<file path="src/rtl/cursor_if.sv">
// Bundles the debounced controls going into the cursor controller and the
// cursor/move/select results coming out of it.
interface cursor_if #(
    parameter int XW = 3,
    parameter int YW = 3
);
    logic          en;
    logic          up;
    logic          right;
    logic          down;
    logic          left;
    logic          sel;
    logic [XW-1:0] cursor_x;
    logic [YW-1:0] cursor_y;
    logic          move_pulse;
    logic [1:0]    move_dir;
    logic          sel_pulse;
    logic [XW-1:0] sel_x;
    logic [YW-1:0] sel_y;

    modport master (
        output en, up, right, down, left, sel,
        input  cursor_x, cursor_y, move_pulse, move_dir, sel_pulse, sel_x, sel_y
    );

    modport slave (
        input  en, up, right, down, left, sel,
        output cursor_x, cursor_y, move_pulse, move_dir, sel_pulse, sel_x, sel_y
    );
endinterface

</file>
<file path="src/rtl/cursor_controller.sv">
// Cursor controller: converts debounced direction levels into single-step
// and hold-to-repeat cursor moves on a wrapping COLS x ROWS grid, and turns
// select presses into a strobe carrying the pre-move cursor position.
module cursor_controller #(
    parameter int COLS          = 8,
    parameter int ROWS          = 8,
    parameter int XW            = 3,
    parameter int YW            = 3,
    parameter int CW            = 25,
    parameter int HOLD_CYCLES   = 25000000,
    parameter int REPEAT_CYCLES = 5000000
) (
    input logic      clk,
    input logic      rst,
    cursor_if.slave  bus
);
    typedef enum logic [1:0] {IDLE, HOLD, REPEAT} state_t;

    // Direction index doubles as the move_dir encoding: 0 up, 1 right, 2 down, 3 left.
    localparam logic [1:0] DIR_UP    = 2'd0;
    localparam logic [1:0] DIR_RIGHT = 2'd1;
    localparam logic [1:0] DIR_DOWN  = 2'd2;
    localparam logic [1:0] DIR_LEFT  = 2'd3;

    state_t        state, state_n;
    logic [CW-1:0] cnt, cnt_n;
    logic [1:0]    active_dir, active_n;
    logic [3:0]    prev_dir;
    logic          prev_sel;

    logic [XW-1:0] cur_x, nx, sel_x_q;
    logic [YW-1:0] cur_y, ny, sel_y_q;
    logic          move_pulse_q, sel_pulse_q;
    logic [1:0]    move_dir_q;

    logic [3:0]    dir_lvl, dir_rise;
    logic [1:0]    pri_dir, mv_dir;
    logic          do_move, sel_rise;

    assign dir_lvl  = {bus.left, bus.down, bus.right, bus.up};
    assign dir_rise = dir_lvl & ~prev_dir;
    assign sel_rise = bus.en & bus.sel & ~prev_sel;

    // Fixed priority among simultaneous presses: lowest index (up) wins.
    always_comb begin
        pri_dir = DIR_LEFT;
        if (dir_rise[0])      pri_dir = DIR_UP;
        else if (dir_rise[1]) pri_dir = DIR_RIGHT;
        else if (dir_rise[2]) pri_dir = DIR_DOWN;
    end

    // FSM next-state: fresh press moves immediately, held key repeats after HOLD then every REPEAT.
    always_comb begin
        state_n  = state;
        cnt_n    = cnt;
        active_n = active_dir;
        mv_dir   = active_dir;
        do_move  = 1'b0;
        if (!bus.en) begin
            state_n = IDLE;
            cnt_n   = '0;
        end else begin
            case (state)
                IDLE: begin
                    if (|dir_rise) begin
                        do_move  = 1'b1;
                        mv_dir   = pri_dir;
                        active_n = pri_dir;
                        cnt_n    = '0;
                        state_n  = HOLD;
                    end
                end
                HOLD, REPEAT: begin
                    // Only the owning direction matters here; other presses are ignored.
                    if (!dir_lvl[active_dir]) begin
                        state_n = IDLE;
                        cnt_n   = '0;
                    end else if ((state == HOLD   && cnt == CW'(HOLD_CYCLES - 1)) ||
                                 (state == REPEAT && cnt == CW'(REPEAT_CYCLES - 1))) begin
                        do_move = 1'b1;
                        cnt_n   = '0;
                        state_n = REPEAT;
                    end else begin
                        cnt_n = cnt + 1'b1;
                    end
                end
                default: begin
                    state_n = IDLE;
                    cnt_n   = '0;
                end
            endcase
        end
    end

    // Wrapping step of the cursor in the chosen direction.
    always_comb begin
        nx = cur_x;
        ny = cur_y;
        case (mv_dir)
            DIR_UP:    ny = (cur_y == '0) ? YW'(ROWS - 1) : cur_y - 1'b1;
            DIR_RIGHT: nx = (cur_x == XW'(COLS - 1)) ? '0 : cur_x + 1'b1;
            DIR_DOWN:  ny = (cur_y == YW'(ROWS - 1)) ? '0 : cur_y + 1'b1;
            default:   nx = (cur_x == '0) ? XW'(COLS - 1) : cur_x - 1'b1;
        endcase
    end

    // FSM state, repeat counter and owning direction.
    always_ff @(posedge clk) begin
        if (rst) begin
            state      <= IDLE;
            cnt        <= '0;
            active_dir <= DIR_UP;
        end else begin
            state      <= state_n;
            cnt        <= cnt_n;
            active_dir <= active_n;
        end
    end

    // Edge-detect history, cursor, move strobe and select capture.
    always_ff @(posedge clk) begin
        if (rst) begin
            prev_dir     <= '0;
            prev_sel     <= 1'b0;
            cur_x        <= '0;
            cur_y        <= '0;
            move_pulse_q <= 1'b0;
            move_dir_q   <= DIR_UP;
            sel_pulse_q  <= 1'b0;
            sel_x_q      <= '0;
            sel_y_q      <= '0;
        end else begin
            prev_dir     <= dir_lvl;
            prev_sel     <= bus.sel;
            move_pulse_q <= do_move;
            sel_pulse_q  <= sel_rise;
            if (do_move) begin
                cur_x      <= nx;
                cur_y      <= ny;
                move_dir_q <= mv_dir;
            end
            // Captures the registered cursor, i.e. the position before any same-edge move.
            if (sel_rise) begin
                sel_x_q <= cur_x;
                sel_y_q <= cur_y;
            end
        end
    end

    assign bus.cursor_x   = cur_x;
    assign bus.cursor_y   = cur_y;
    assign bus.move_pulse = move_pulse_q;
    assign bus.move_dir   = move_dir_q;
    assign bus.sel_pulse  = sel_pulse_q;
    assign bus.sel_x      = sel_x_q;
    assign bus.sel_y      = sel_y_q;
endmodule

</file>
<file path="src/flat_wrapper.sv">
// flat-port wrapper written by rule: the top's interface ports become plain ports
module cursor_controller_flat 
#(
    parameter int COLS          = 8,
    parameter int ROWS          = 8,
    parameter int XW            = 3,
    parameter int YW            = 3,
    parameter int CW            = 25,
    parameter int HOLD_CYCLES   = 25000000,
    parameter int REPEAT_CYCLES = 5000000
)
  (clk, rst, bus_en, bus_up, bus_right, bus_down, bus_left, bus_sel, bus_cursor_x, bus_cursor_y, bus_move_pulse, bus_move_dir, bus_sel_pulse, bus_sel_x, bus_sel_y);
  cursor_if #(.XW(XW), .YW(YW)) bus_i ();
  input logic clk;
  input logic rst;
  input wire logic [$bits(bus_i.en)-1:0] bus_en;
  input wire logic [$bits(bus_i.up)-1:0] bus_up;
  input wire logic [$bits(bus_i.right)-1:0] bus_right;
  input wire logic [$bits(bus_i.down)-1:0] bus_down;
  input wire logic [$bits(bus_i.left)-1:0] bus_left;
  input wire logic [$bits(bus_i.sel)-1:0] bus_sel;
  output wire logic [$bits(bus_i.cursor_x)-1:0] bus_cursor_x;
  output wire logic [$bits(bus_i.cursor_y)-1:0] bus_cursor_y;
  output wire logic [$bits(bus_i.move_pulse)-1:0] bus_move_pulse;
  output wire logic [$bits(bus_i.move_dir)-1:0] bus_move_dir;
  output wire logic [$bits(bus_i.sel_pulse)-1:0] bus_sel_pulse;
  output wire logic [$bits(bus_i.sel_x)-1:0] bus_sel_x;
  output wire logic [$bits(bus_i.sel_y)-1:0] bus_sel_y;
  assign bus_i.en = bus_en;
  assign bus_i.up = bus_up;
  assign bus_i.right = bus_right;
  assign bus_i.down = bus_down;
  assign bus_i.left = bus_left;
  assign bus_i.sel = bus_sel;
  assign bus_cursor_x = bus_i.cursor_x;
  assign bus_cursor_y = bus_i.cursor_y;
  assign bus_move_pulse = bus_i.move_pulse;
  assign bus_move_dir = bus_i.move_dir;
  assign bus_sel_pulse = bus_i.sel_pulse;
  assign bus_sel_x = bus_i.sel_x;
  assign bus_sel_y = bus_i.sel_y;
  cursor_controller #(.COLS(COLS), .ROWS(ROWS), .XW(XW), .YW(YW), .CW(CW), .HOLD_CYCLES(HOLD_CYCLES), .REPEAT_CYCLES(REPEAT_CYCLES)) u_core (.clk(clk), .rst(rst), .bus(bus_i));
endmodule
</file>
<file path="config.mk">
export PLATFORM = sky130hd
export DESIGN_NAME = cursor_controller_flat
export DESIGN_NICKNAME = d
export VERILOG_FILES = /design/src/rtl/cursor_if.sv /design/src/rtl/cursor_controller.sv /design/src/flat_wrapper.sv
export SDC_FILE = /design/constraint.sdc
export NUM_CORES = 1
export LEC_CHECK = 0
export BUFFER_PORTS_ARGS = -buffer_cell sky130_fd_sc_hd__buf_4
export CAP_MARGIN = 10
export CORE_MARGIN = 8
export CORE_UTILIZATION = 55
export DETAILED_ROUTE_END_ITERATION = 10
export PLACE_DENSITY_LB_ADDON = 0.25
export SLEW_MARGIN = 25
export SYNTH_ARGS = -nofsm -noshare
export SYNTH_HDL_FRONTEND = slang
export SYNTH_SLANG_ARGS = --single-unit
</file>
<file path="constraint.sdc">
create_clock -name clk -period 2.61 [get_ports clk]
set_clock_uncertainty 0.1 [all_clocks]
set_input_delay 0.522 -clock clk [delete_from_list [all_inputs] [get_ports clk]]
set_output_delay 0.522 -clock clk [all_outputs]
set_load 0.005 [all_outputs]
</file>
# Yosys cells after proc, flatten, opt, wreduce, memory -nomap -nowiden
# Index checks and enable logic that the tools add are counted.
dict set report totals {
  romBits 0
  memories 0
  wordCells 77
  in_bits 8
  ramBits 0
  latch_bits 0
  regBits 50
}
dict set report classes {
  reduce_logical 15
  n_shift 0
  div 0
  order_cmp 1
  mul 0
  add_sub_neg 5
  n_eq_ne 10
  n_mux 27
  bitwise_logic 7
}
# op count
set op_table {}
lappend op_table {{$mux 25} 3}
lappend op_table {{$pmux 25 s2} 1}
lappend op_table {{$add 25x1->25 const B} 1}
lappend op_table {{$eq 25x23->1 const B} 1}
lappend op_table {{$eq 25x25->1 const B} 1}
lappend op_table {{$mux 2} 8}
lappend op_table {{$mux 3} 4}
lappend op_table {{$pmux 3 s2} 2}
lappend op_table {{$add 3x1->3 const B} 2}
lappend op_table {{$eq 3x3->1 const B} 2}
lappend op_table {{$logic_not 3->1} 2}
lappend op_table {{$mux 1} 6}
lappend op_table {{$reduce_and 2->1} 3}
lappend op_table {{$reduce_or 2->1} 3}
lappend op_table {{$sub 3x1->3 const B} 2}
lappend op_table {{$and 4x4->4} 1}
lappend op_table {{$eq 2x1->1 const B} 2}
lappend op_table {{$eq 2x2->1 const B} 2}
lappend op_table {{$logic_not 2->1} 2}
lappend op_table {{$not 4->4} 1}
lappend op_table {{$pmux 2 s2} 1}
lappend op_table {{$reduce_or 4->1} 1}
lappend op_table {{$lt 2x3->1 const B} 1}
lappend op_table {{$ne 3x3->1 const B} 1}
lappend op_table {{other kinds (8)} 12}

# Longest topological paths before layout
dict set report logic_depth {
  ltp_word 12
  ltp_mapped 9
}

# Worst setup path after synthesis
# Ideal clock, no wire load.
dict set report synth_timing {
  path_kind {input to register}
  startpoint {input bus_right}
  endpoint {register u_core.state[0]}
  path_stages 6
  setup_time_ps 116
  required_ps 2394
  t_arrival_ps 2241
  slack_ps 153
  path_cell_list {nor2b_1 -> nor4bb_1 -> nand2_1 -> o21ai_0 -> mux2_2 -> and3_1}
}
dict set report synth_via {
  elab_chain_len 4
  elab_cells_between_ends 9
  classes_between {2 x eq/ne; 4 x mux; 1 x bitwise; 2 x reduce/logical}
}
# item line
set synth_rtl {}
lappend synth_rtl {{start, declared} flat_wrapper.sv:18} ;# input wire logic [$bits(bus_i.right)-1:0] bus_right;
lappend synth_rtl {{$bmux 1 s2 or $and 4x4->4 (tied branches)} {cursor_controller.sv:75, cursor_controller.sv:41}}
lappend synth_rtl {{$mux 1 (not written as such) or $reduce_or 4->1 (tied branches)} {cursor_controller.sv:75, cursor_controller.sv:65}}
lappend synth_rtl {{$mux 2, or another cell as far along} cursor_controller.sv:75} ;# if (!dir_lvl[active_dir]) begin
lappend synth_rtl {{$pmux 2 s2 or $reduce_and 2->1 (tied branches)} -}
lappend synth_rtl {{end signal, assigned} cursor_controller.sv:114} ;# state <= state_n;
lappend synth_rtl {{end, declared} cursor_controller.sv:25} ;# state_t state, state_n;
# Parallel ways exist; a longest one is shown, timed or not. The select of a mux whose other input is x is not followed.
# A chain may end at the register's enable or synchronous reset.

# Worst setup path in the final report
dict set report layout_timing {
  startpoint {register u_core.cnt[8]}
  endpoint {register u_core.cur_x[1], in the netlist u_core.bus.cursor_x[1]}
}
dict set report layout_via {
  elab_chain_len 8
  elab_cells_between_ends 10
  classes_between {2 x eq/ne; 4 x mux; 4 x reduce/logical}
}
# item line
set layout_rtl {}
lappend layout_rtl {{start, declared} cursor_controller.sv:26} ;# logic [CW-1:0] cnt, cnt_n;
lappend layout_rtl {{start signal, assigned} cursor_controller.sv:115} ;# cnt <= cnt_n;
lappend layout_rtl {{$eq 25x25->1 or $eq 25x23->1 (tied branches)} {cursor_controller.sv:78, cursor_controller.sv:79}}
lappend layout_rtl {{$logic_and 1x1->1 (on tied branches)} {cursor_controller.sv:78, cursor_controller.sv:79}}
lappend layout_rtl {{$logic_or 1x1->1 *} cursor_controller.sv:78} ;# end else if ((state == HOLD && cnt == CW'(HOLD_CYCLES - 1)) ||
lappend layout_rtl {{$mux 1 *} cursor_controller.sv:78}
lappend layout_rtl {{$mux 1 *} cursor_controller.sv:75}
lappend layout_rtl {{$pmux 1 s2 *} cursor_controller.sv:63} ;# case (state)
lappend layout_rtl {{$mux 1 *} cursor_controller.sv:59} ;# if (!bus.en) begin
lappend layout_rtl {{$reduce_and 2->1 (no source line) *} -}
lappend layout_rtl {{end signal, assigned} cursor_controller.sv:138} ;# cur_x <= nx;
lappend layout_rtl {{end, declared} cursor_controller.sv:31} ;# logic [XW-1:0] cur_x, nx, sel_x_q;
# Mark *: on every way between the ends. The rest lies on a longest branch, timed or not.

==> impl_metrics.py <==
metrics = {
    "worst_setup_path": {
        "r2r_slack_ps": 80,
        "critPathSlowestCell": "or4_4",
        "critPathMaxStageDelay_ps": 530,
        "critPathLaunchType": "register",
        "critical_path_class": "register to register",
        "critPathMaxFanout": 7,
        "r2r_end": "u_core.bus.cursor_x[1]",
        "r2r-start": "u_core.cnt[8]",
        "reg2reg_depth": 7,
        "crit_top_cell": "or4_4",
        "cp.arrival_ps": 2670,
        "crit_path_cell_trace": "or4_4 -> or4_4 -> a211oi_4 -> o21ai_4 -> buf_6 -> or3_1 -> a21oi_1",
        "cp-end-kind": "register",
        "crit_required_ps": 2750,
    },
    "clocking": {
        "cts_max_level": 2,
        "cts.sinks": 50,
        "clk_latency_ps": 300,
        "clkTransAtPathRegs_ps": 90,
        "postCtsHoldBufs": 0,
        "root_buffer": "clkbuf_8",
        "numCtsBuffers": 5,
        "cts_tree": "built",
        "cts_buffer_depth": 2,
    },
    "route": {
        "vias_per_cell": 5.42,
        "ant_nets": 0,
        "drc": 0,
        "drt_iter0_drc": 117,
        "num_vias": 1977,
        "dr.pass1.iters": 4,
        "wl_mm": 5.09,
        "wl_per_cell_um": 13.9,
    },
    "worst_hold_path": {
        "hp-class": "input port to register",
        "hp-start": "bus_sel",
        "holdPathEnd": "u_core.prev_sel",
        "hold_depth": 2,
    },
    "timing": {
        "min_period_ps": 2530,
        "finalSetupViolCount": 0,
        "final_max_slew_viol_count": 0,
        "post-route-period-util_pct": 97.0,
        "tns_ps": 0,
        "tightestPinTransition_ps": 478,
        "max_freq_ghz": 0.395,
        "hold_viol": 0,
        "max-slew-margin-rel_pct": 68.0,
    },
    "power": {
        "p_int_mw": 1.20,
        "ir_drop_mv": 0.409,
        "p_leak_nw": 1.14,
        "p_total_mw": 1.56,
        "power_frac_clock_pct": 34.9,
        "comb_power_share_pct": 13.5,
        "power.density_nw_per_um2": 537,
        "pwr-share-seq_pct": 51.6,
        "switching_power_mw": 0.366,
        "swShare_pct": 23.4,
    },
    "floorplan": {
        "die_h_um": 82.5,
        "initial_core_util_pct": 56.3,
        "die-area_um2": 6810,
        "die_x_um": 82.5,
        "io_pins": 24,
        "num_rows": 24,
        "core_um2": 4320,
    },
    "place": {
        "io_buffer_count": 23,
        "gp_congestion": 0.837,
        "hpwl_mm": 3.72,
    },
    "global_routing": {
        "antenna_found_initial": 0,
        "grt_usage_pct": 16.2,
        "grt-ovfl-total": 0,
        "grt_pass1_vias": 1962,
        "grt_start_max_net_pins": 27,
        "grt_pass1_wl_mm": 8.71,
    },
    "yosys": {
        "postSynthAreaPerCell_um2": 8.89,
        "netlist_instances": 274,
        "synth_flop_cell": "dfxtp_1",
        "yosysTopAreaCell": "dfxtp_1",
        "ys_seq_area_share_pct": 41.1,
        "ys_seq_elements": 50,
        "synth.area.top_cells": "dfxtp_1 (41%), nor2_1 (7.4%), ha_1 (7.2%)",
        "synthDistinctLibCells": 49,
        "ys_async_sr_fraction_pct": 0,
        "synth_edf_count": 0,
        "yosysTopAreaCellShare_pct": 41.1,
        "synth_area_um2": 2430,
        "yosysWarnings": 0,
        "synth_nets": 296,
    },
    "cells_and_area": {
        "layout-drive-gt1-share_pct": 19.2,
        "mostFrequentLayoutCells": "dfxtp_1 (50), nor2_1 (48), buf_4 (37), nand2_1 (20), xor2_1 (17)",
        "nets": 335,
        "synthToLayoutAreaGrowth_pct": 19.6,
        "fillers": 357,
        "final_common_cell": "dfxtp_1",
        "fin_util_pct": 67.3,
        "diodes": 0,
    },
    "status": {
        "status": "finished, final reports clean",
    },
    "job": {
        "cap_violations": 0,
    },
}
[registers in the layout, indices dropped and copies added (netlist names)]
| register | cells |
|---|---|
| u_core.active_dir | 2 |
| u_core.bus.cursor_x | 3 |
| u_core.bus.cursor_y | 3 |
| u_core.bus.move_dir | 2 |
| u_core.bus.move_pulse | 1 |
| u_core.bus.sel_pulse | 1 |
| u_core.bus.sel_x | 3 |
| u_core.bus.sel_y | 3 |
| u_core.cnt | 25 |
| u_core.prev_dir | 4 |
| u_core.prev_sel | 1 |
| u_core.state | 2 |
[repair_timing]
item,4_1_cts,5_1_grt
setup endpoints to repair,0,2
resized for setup,0,7
setup buffers,0,2
[synth_stat cells, drive strengths merged (2+ instances only)]
cell type	instances
clkbuf	6
nor2	48
and3	7
dfxtp	50
xnor2	9
nor2b	8
or4b	2
inv	12
mux2i	5
and4	2
a211oi	3
or4	4
ha	14
nand2b	3
nand2	20
a21oi	12
nor4bb	3
o21ai	5
or3	3
nand4	5
nor3	3
xor2	17
o21ba	2
nand3	11
[cells by family (layout without fill, tap and decap cells)]
family,count (synthesis),in the layout,share of synthesized area (%)
AND/OR/NAND/NOR,125,125,26.1
buffers and inverters,19,58,3.24
multiplexers,7,7,3.44
adder cells (fa/ha/maj),14,14,7.19
flip-flops,50,50,41.1
XOR/XNOR,26,26,9.35
AO/OA/AOI/OAI,33,33,9.56
[power by group through the flow]
stage          combinational [mW]  sequential (mW)  clock, mW
5_1_grt                     0.236            0.811      0.583
2_1_floorplan               0.130            0.822          0
3_5_place_dp                0.206            0.825          0
4_1_cts                     0.207            0.807      0.558
6_report                    0.211            0.807      0.545
3_3_place_gp                0.202            0.824          0
[worst max-delay path by stage]
stage                  startpoint  slack, ps                endpoint  depth (start not counted)
floorplan               bus_right        150         u_core.state[0]                          6
global placement    u_core.cnt[8]        130  u_core.bus.cursor_x[1]                          7
detailed placement  u_core.cnt[7]         90  u_core.bus.cursor_x[1]                          7
CTS                 u_core.cnt[8]         70  u_core.bus.cursor_x[1]                          7
global route        u_core.cnt[8]        -10  u_core.bus.cursor_x[1]                          7
finish              u_core.cnt[8]         80  u_core.bus.cursor_x[1]                          7
[layout make-up]
cell class,count,area (um2),share of cell area [%]
clock buffers,6,82.6,2.84
clock inverters,1,30.0,1.03
inverters,12,45.0,1.55
multi-input cells,205,1380,47.4
flip-flops and latches,50,1000,34.4
well taps,52,65.1,2.23
repair buffers,39,309,10.6
[per-layer routing]
metal	track usage (%)	wire length, um
met1	20.9	2500
met2	26.2	2340
met3	3.14	165
met4	6.38	84
met5	0	0
[worst max-delay path: cells and delay by family, from the launching register on]
kind,cells,cell delay [ps]
AO/OA/AOI/OAI,3,560
flip-flops,1,330
buffers and inverters,1,140
AND/OR/NAND/NOR,3,1350
[metrics by stage]
step	hold WS [ps]	instance area (um2)	std cells	setup WS (ps)
after floorplan	369	2430	274	153
after global placement	368	2760	356	134
after detailed placement	380	2760	356	91.1
after CTS	350	2870	363	75.0
after global routing	351	2910	365	-14.1
final	354	2910	365	78.7
(Power assumes the default switching activity.)
